`config.mk`:
```
export PLATFORM = sky130hd
export DESIGN_NAME = idelay_sweep_ctrl
export DESIGN_NICKNAME = d
export VERILOG_FILES = /design/src/rtl/idelay_sweep_ctrl.sv
export SDC_FILE = /design/constraint.sdc
export NUM_CORES = 1
export LEC_CHECK = 0
export ABC_AREA = 0
export ABC_CLOCK_PERIOD_IN_PS = 4100
export BUFFER_PORTS_ARGS = -buffer_cell sky130_fd_sc_hd__buf_2
export CAP_MARGIN = 20
export CORE_ASPECT_RATIO = 0.6
export CORE_MARGIN = 10
export CORE_UTILIZATION = 57
export DETAILED_ROUTE_END_ITERATION = 8
export PLACE_DENSITY = 0.82
export SYNTH_ARGS = -nofsm -noshare
export SYNTH_HDL_FRONTEND = slang
export SYNTH_SLANG_ARGS = --single-unit
```
`constraint.sdc`:
```
create_clock -name clk -period 4.1 [get_ports clk]
set_input_delay 0.205 -clock clk [delete_from_list [all_inputs] [get_ports clk]]
set_output_delay 0.205 -clock clk [all_outputs]
set_load 0.01 [all_outputs]
```
`src/rtl/idelay_sweep_ctrl.sv`:
```
// Tap-sweep sequencer for a VAR_LOAD/PIPE_SEL IDELAYE2: loads each tap, waits for it to settle,
// holds it for a dwell period and hands it to a downstream sampler.
module idelay_sweep_ctrl #(
  parameter int unsigned TAP_W       = 5,
  parameter int unsigned DWELL_W     = 16,
  parameter int unsigned SETTLE      = 4,
  parameter int unsigned RDY_TIMEOUT = 1024
) (
  input  logic               clk,
  input  logic               rst,
  input  logic               start,
  input  logic               abort,
  input  logic [TAP_W-1:0]   tap_first,
  input  logic [TAP_W-1:0]   tap_last,
  input  logic [TAP_W-1:0]   tap_step,
  input  logic [DWELL_W-1:0] dwell,
  input  logic               dly_rdy,
  input  logic               sample_ack,
  output logic [TAP_W-1:0]   cntvaluein,
  output logic               ldpipeen,
  output logic               ld,
  output logic [TAP_W-1:0]   tap_cur,
  output logic               tap_valid,
  output logic               busy,
  output logic               done,
  output logic               err
);

  localparam int unsigned ToW  = $clog2(RDY_TIMEOUT + 1);
  localparam int unsigned StW  = $clog2(SETTLE + 1);
  localparam int unsigned CntA = (DWELL_W > ToW) ? DWELL_W : ToW;
  localparam int unsigned CntW = (CntA > StW) ? CntA : StW;

  typedef enum logic [2:0] {
    StIdle, StWaitRdy, StLoadPipe, StLoad, StSettle, StDwell, StWaitAck, StNext
  } state_e;

  state_e state_q, state_d;

  logic [CntW-1:0]    cnt_q, cnt_d;
  logic [TAP_W-1:0]   last_q, step_q;
  logic [DWELL_W-1:0] dwell_q;
  logic [TAP_W-1:0]   tap_cur_q, tap_cur_d;
  logic [TAP_W-1:0]   cntvaluein_q, cntvaluein_d;
  logic               ldpipeen_q, ldpipeen_d, ld_q, ld_d, tap_valid_q, tap_valid_d;
  logic               busy_q, busy_d, done_q, done_d, err_q, err_d;

  logic               start_ok, bad_cfg, timeout, rdy_lost, fin, rdy_chk;
  logic [TAP_W:0]     nxt;
  logic               nxt_end;

  assign nxt     = {1'b0, tap_cur_q} + {1'b0, step_q};
  assign nxt_end = nxt[TAP_W] | (nxt > {1'b0, last_q});
  assign rdy_chk = (state_q != StIdle) && (state_q != StWaitRdy);

  always_ff @(posedge clk) begin
    if (rst) begin
      state_q <= StIdle;
    end else begin
      state_q <= state_d;
    end
  end

  always_comb begin
    state_d  = state_q;
    start_ok = 1'b0;
    bad_cfg  = 1'b0;
    timeout  = 1'b0;
    rdy_lost = 1'b0;
    fin      = 1'b0;
    if ((state_q != StIdle) && abort) begin
      state_d = StIdle;
    end else if (rdy_chk && !dly_rdy) begin
      state_d  = StIdle;
      rdy_lost = 1'b1;
    end else begin
      case (state_q)
        StIdle: begin
          // busy_q still high here means the done/err tail cycle; start is not yet accepted
          if (start && !busy_q) begin
            if (tap_first > tap_last) begin
              bad_cfg = 1'b1;
            end else begin
              start_ok = 1'b1;
              state_d  = StWaitRdy;
            end
          end
        end
        StWaitRdy: begin
          if (dly_rdy) begin
            state_d = StLoadPipe;
          end else if (cnt_q == CntW'(RDY_TIMEOUT - 1)) begin
            timeout = 1'b1;
            state_d = StIdle;
          end
        end
        StLoadPipe: state_d = StLoad;
        StLoad:     state_d = StSettle;
        StSettle: begin
          if (cnt_q == CntW'(SETTLE - 1)) state_d = StDwell;
        end
        StDwell: begin
          if (cnt_q == CntW'(dwell_q) - CntW'(1)) state_d = StWaitAck;
        end
        StWaitAck: begin
          if (sample_ack) state_d = StNext;
        end
        StNext: begin
          if (nxt_end) begin
            fin     = 1'b1;
            state_d = StIdle;
          end else begin
            state_d = StLoadPipe;
          end
        end
        default: state_d = StIdle;
      endcase
    end
  end

  // All outputs are registered from the next state so they line up with the state they describe.
  always_comb begin
    cnt_d        = (state_d != state_q) ? '0 : cnt_q + CntW'(1);
    tap_cur_d    = tap_cur_q;
    if (start_ok) begin
      tap_cur_d = tap_first;
    end else if ((state_q == StNext) && (state_d == StLoadPipe)) begin
      tap_cur_d = nxt[TAP_W-1:0];
    end
    cntvaluein_d = cntvaluein_q;
    if ((state_d == StLoadPipe) && (state_q != StLoadPipe)) cntvaluein_d = tap_cur_d;
    ldpipeen_d   = (state_d == StLoadPipe);
    ld_d         = (state_d == StLoad);
    tap_valid_d  = (state_d == StDwell) || (state_d == StWaitAck);
    done_d       = fin;
    err_d        = bad_cfg | timeout | rdy_lost;
    // busy stays high for one tail cycle carrying the done/err pulse of a running sweep
    busy_d       = (state_d != StIdle) | fin | timeout | rdy_lost;
  end

  always_ff @(posedge clk) begin
    if (rst) begin
      cnt_q        <= '0;
      last_q       <= '0;
      step_q       <= '0;
      dwell_q      <= '0;
      tap_cur_q    <= '0;
      cntvaluein_q <= '0;
      ldpipeen_q   <= 1'b0;
      ld_q         <= 1'b0;
      tap_valid_q  <= 1'b0;
      busy_q       <= 1'b0;
      done_q       <= 1'b0;
      err_q        <= 1'b0;
    end else begin
      cnt_q        <= cnt_d;
      if (start_ok) begin
        last_q  <= tap_last;
        step_q  <= (tap_step == '0) ? TAP_W'(1) : tap_step;
        dwell_q <= (dwell == '0) ? DWELL_W'(1) : dwell;
      end
      tap_cur_q    <= tap_cur_d;
      cntvaluein_q <= cntvaluein_d;
      ldpipeen_q   <= ldpipeen_d;
      ld_q         <= ld_d;
      tap_valid_q  <= tap_valid_d;
      busy_q       <= busy_d;
      done_q       <= done_d;
      err_q        <= err_d;
    end
  end

  assign cntvaluein = cntvaluein_q;
  assign ldpipeen   = ldpipeen_q;
  assign ld         = ld_q;
  assign tap_cur    = tap_cur_q;
  assign tap_valid  = tap_valid_q;
  assign busy       = busy_q;
  assign done       = done_q;
  assign err        = err_q;

endmodule

```
==> results.ini <==
[synthesis]
synth_area_sq_um=3560
synth_edf_count=0
yosysTopAreaCell=dfxtp_1
yosysSeqAreaShare_pct=34.3
synthFlopType=dfxtp_1
yosys_warnings=0
synth_top_area_share_pct=34.3
netlist-cell-type-count=55
async_flop_share_pct=0
synth_fp_nets=492
synth.ff_latch_count=61
syn_area_per_cell_sq_um=8.15
synth_area_leaders=dfxtp_1 (34%), nand2_1 (7.0%), ha_1 (6.0%)
netlist_instances=437

[critical_path]
path_class=reg -> reg
worstPathMaxFanout=16
crit_chain=ha_1, inv_1, fa_1, inv_1, a21o_1, a21oi_1, xnor2_1, ha_1, mux2i_1, a21oi_1, nor4_1, o21ai_0, nand2_1, a22oi_4, nor3_1
cp_slowest_cell=a22oi_4
cp_num_cells=15
crit_buf_inv=2
crit_arrival_ns=3.84
crit_required_ns=4.30
crit_family=compound AO/OA/AOI/OAI gates
reg2reg_depth=15
start_kind=register
cpPeakStageDelay_ns=0.54
critPathCaptureType=register

[power]
ir_drop_v=0.000243
p_sw_w=0.000507
p_int_w=0.00114
p_per_area_nw_per_um2=405
power.share.clock_pct=36.5
p_sw_share_pct=30.8
seqPwrFrac_pct=40.4
leakagePower_nw=1.64
combPwrFrac_pct=23.0

[floorplan]
initial_utilization_pct=58.6
ios=53
die_area_sq_um=9920
coreArea_sq_um=6080
fp.dieW_um=122
num_rows=22
die_y_um=81.2

[global_route]
grt_max_degree=44
grt_pass1_wl_um=15000
antenna_found_initial=0
grt-ovfl-total=0
grt_usage_pct=18.8
grt_pass1_vias=3025

[drt]
vias=3320
drcViolationCount=0
vias_per_cell=5.83
antenna_left=0
first_iter_violations=331
routed_wl_um=9350
drt_pass1_iterations=5
detail_route.wl_per_cell_um=16.4

[cells_and_area]
fill_cells=507
drive_gt1_share_pct=18.6
area_growth_pct=14.1
nNetsFinal=535
antennaDiodeCount=0
final_core_util_pct=66.8

[worst_hold_path]
hold_depth=3
min_path_type=in -> reg

[cts]
clk_path_buf_depth=2
clockRootBuffer=clkbuf_8
path_clk_slew_ns=0.07
cts_made_buffers=9
post_cts_buffers=0
tritoncts=done
clk_latency_ns=0.35
cts_sinks=61
holdBufCountCts=0
htreeDepth=3
ctsResizeCount=0

[timing]
setup_viol=0
tns_ns=0
slew_headroom_pct=41.7
hold_viol_final=0
maxSlewViolCount=0
tightest_slew_ns=0.874
fmax_ghz=0.275
fin_worst_skew_ns=0.00830
fin_crit_sh_pct=88.8
period_minus_slack_ns=3.64
rsz0062_at_grt=false

[status]
status=complete, no violations

[run]
drv_cap=0

[placed_design]
gp_congestion=0.937
port_buffers=52
hpwl_um=7160

## worst min-delay path, cell delays in order
cell and delay (ns):
buf_2 0.10, nand2_1 0.05, a21oi_1 0.05
## routing by layer
| metal | GRT usage, % | vias up | routed length, um |
|---|---|---|---|
| met2 | 25.7 | 130 | 3750 |
| li1 | - | 1632 | - |
| met1 | 27.3 | 1542 | 4620 |
| met5 | 0 | - | 0 |
| met3 | 5.96 | 16 | 850 |
| met4 | 5.50 | 0 | 128 |
## cell type report
type | instances | area, sq um | area share [%]
Clock buffer | 10 | 138 | 3.39
Clock inverter | 6 | 86.3 | 2.12
Timing Repair Buffer | 54 | 275 | 6.77
Inverter | 21 | 78.8 | 1.94
Multi-Input combinational cell | 333 | 2160 | 53.2
Sequential cell | 61 | 1220 | 30.0
Tap cell | 84 | 105 | 2.59
## synth_stat cells, types with 12 or more instances
master	count
nand2_1	66
dfxtp_1	61
a21oi_1	39
nor2_1	25
inv_1	21
nor3_1	20
xnor2_1	20
ha_1	17
clkbuf_1	16
xor2_1	15
o21ai_0	12
## kinds of logic (layout without fill, tap and decap cells)
| group | Yosys count | in the layout | synth area share, % |
|---|---|---|---|
| adder cells (fa/ha/maj) | 18 | 18 | 6.53 |
| buffers and inverters | 43 | 91 | 5.09 |
| flip-flops | 61 | 61 | 34.3 |
| multiplexers | 5 | 5 | 1.40 |
| XOR/XNOR | 35 | 35 | 8.60 |
| AO/OA/AOI/OAI | 83 | 83 | 14.6 |
| AND/OR/NAND/NOR | 192 | 192 | 29.5 |
## per-stage QoR
step                std cells  cell area (sq um)  hold WS (ns)  power [W]  setup WS, ns
finish                    569               4070        0.0999    0.00164         0.459
global route              569               4070        0.0920    0.00172         0.170
CTS                       569               4070        0.0924    0.00164         0.487
detailed placement        553               3840         0.449    0.00105         0.538
global placement          553               3840         0.445    0.00103         0.703
floorplan                 437               3560         0.329   0.000952         0.863
## power by group through the flow
stage,sequential [W],clock (W),combinational [W]
3_5_place_dp,0.000677,0,0.000370
2_1_floorplan,0.000668,0,0.000285
5_1_grt,0.000669,0.000632,0.000422
4_1_cts,0.000664,0.000607,0.000374
6_report,0.000665,0.000601,0.000379
3_3_place_gp,0.000675,0,0.000357
## layout by cell type, fill, tap and decap left out, types with 15 or more instances in the layout
cell | synthesis | layout
a21oi_1 | 39 | 39
buf_2 | 1 | 52
dfxtp_1 | 61 | 61
ha_1 | 17 | 17
inv_1 | 21 | 21
nand2_1 | 66 | 66
nor2_1 | 25 | 25
nor3_1 | 20 | 20
xnor2_1 | 20 | 20
xor2_1 | 15 | 15
## worst paths after layout
check	start	end	slack, ns
worst max-delay path	step_q[0]	cnt_q[4]	0.46
worst min-delay path	dwell[11]	dwell_q[11]	0.1
worst max register to register	step_q[0]	cnt_q[4]	0.46
worst min register to register	last_q[2]	last_q[2]	0.45
## registers in the layout, indices dropped and copies added, names as in the netlist, 3 cells and up
| register | count |
|---|---|
| cnt_q | 16 |
| cntvaluein | 5 |
| tap_cur | 5 |
| step_q | 5 |
| last_q | 5 |
| dwell_q | 16 |
| state_q | 3 |
Note: power is estimated with default switching activity, not from simulation.
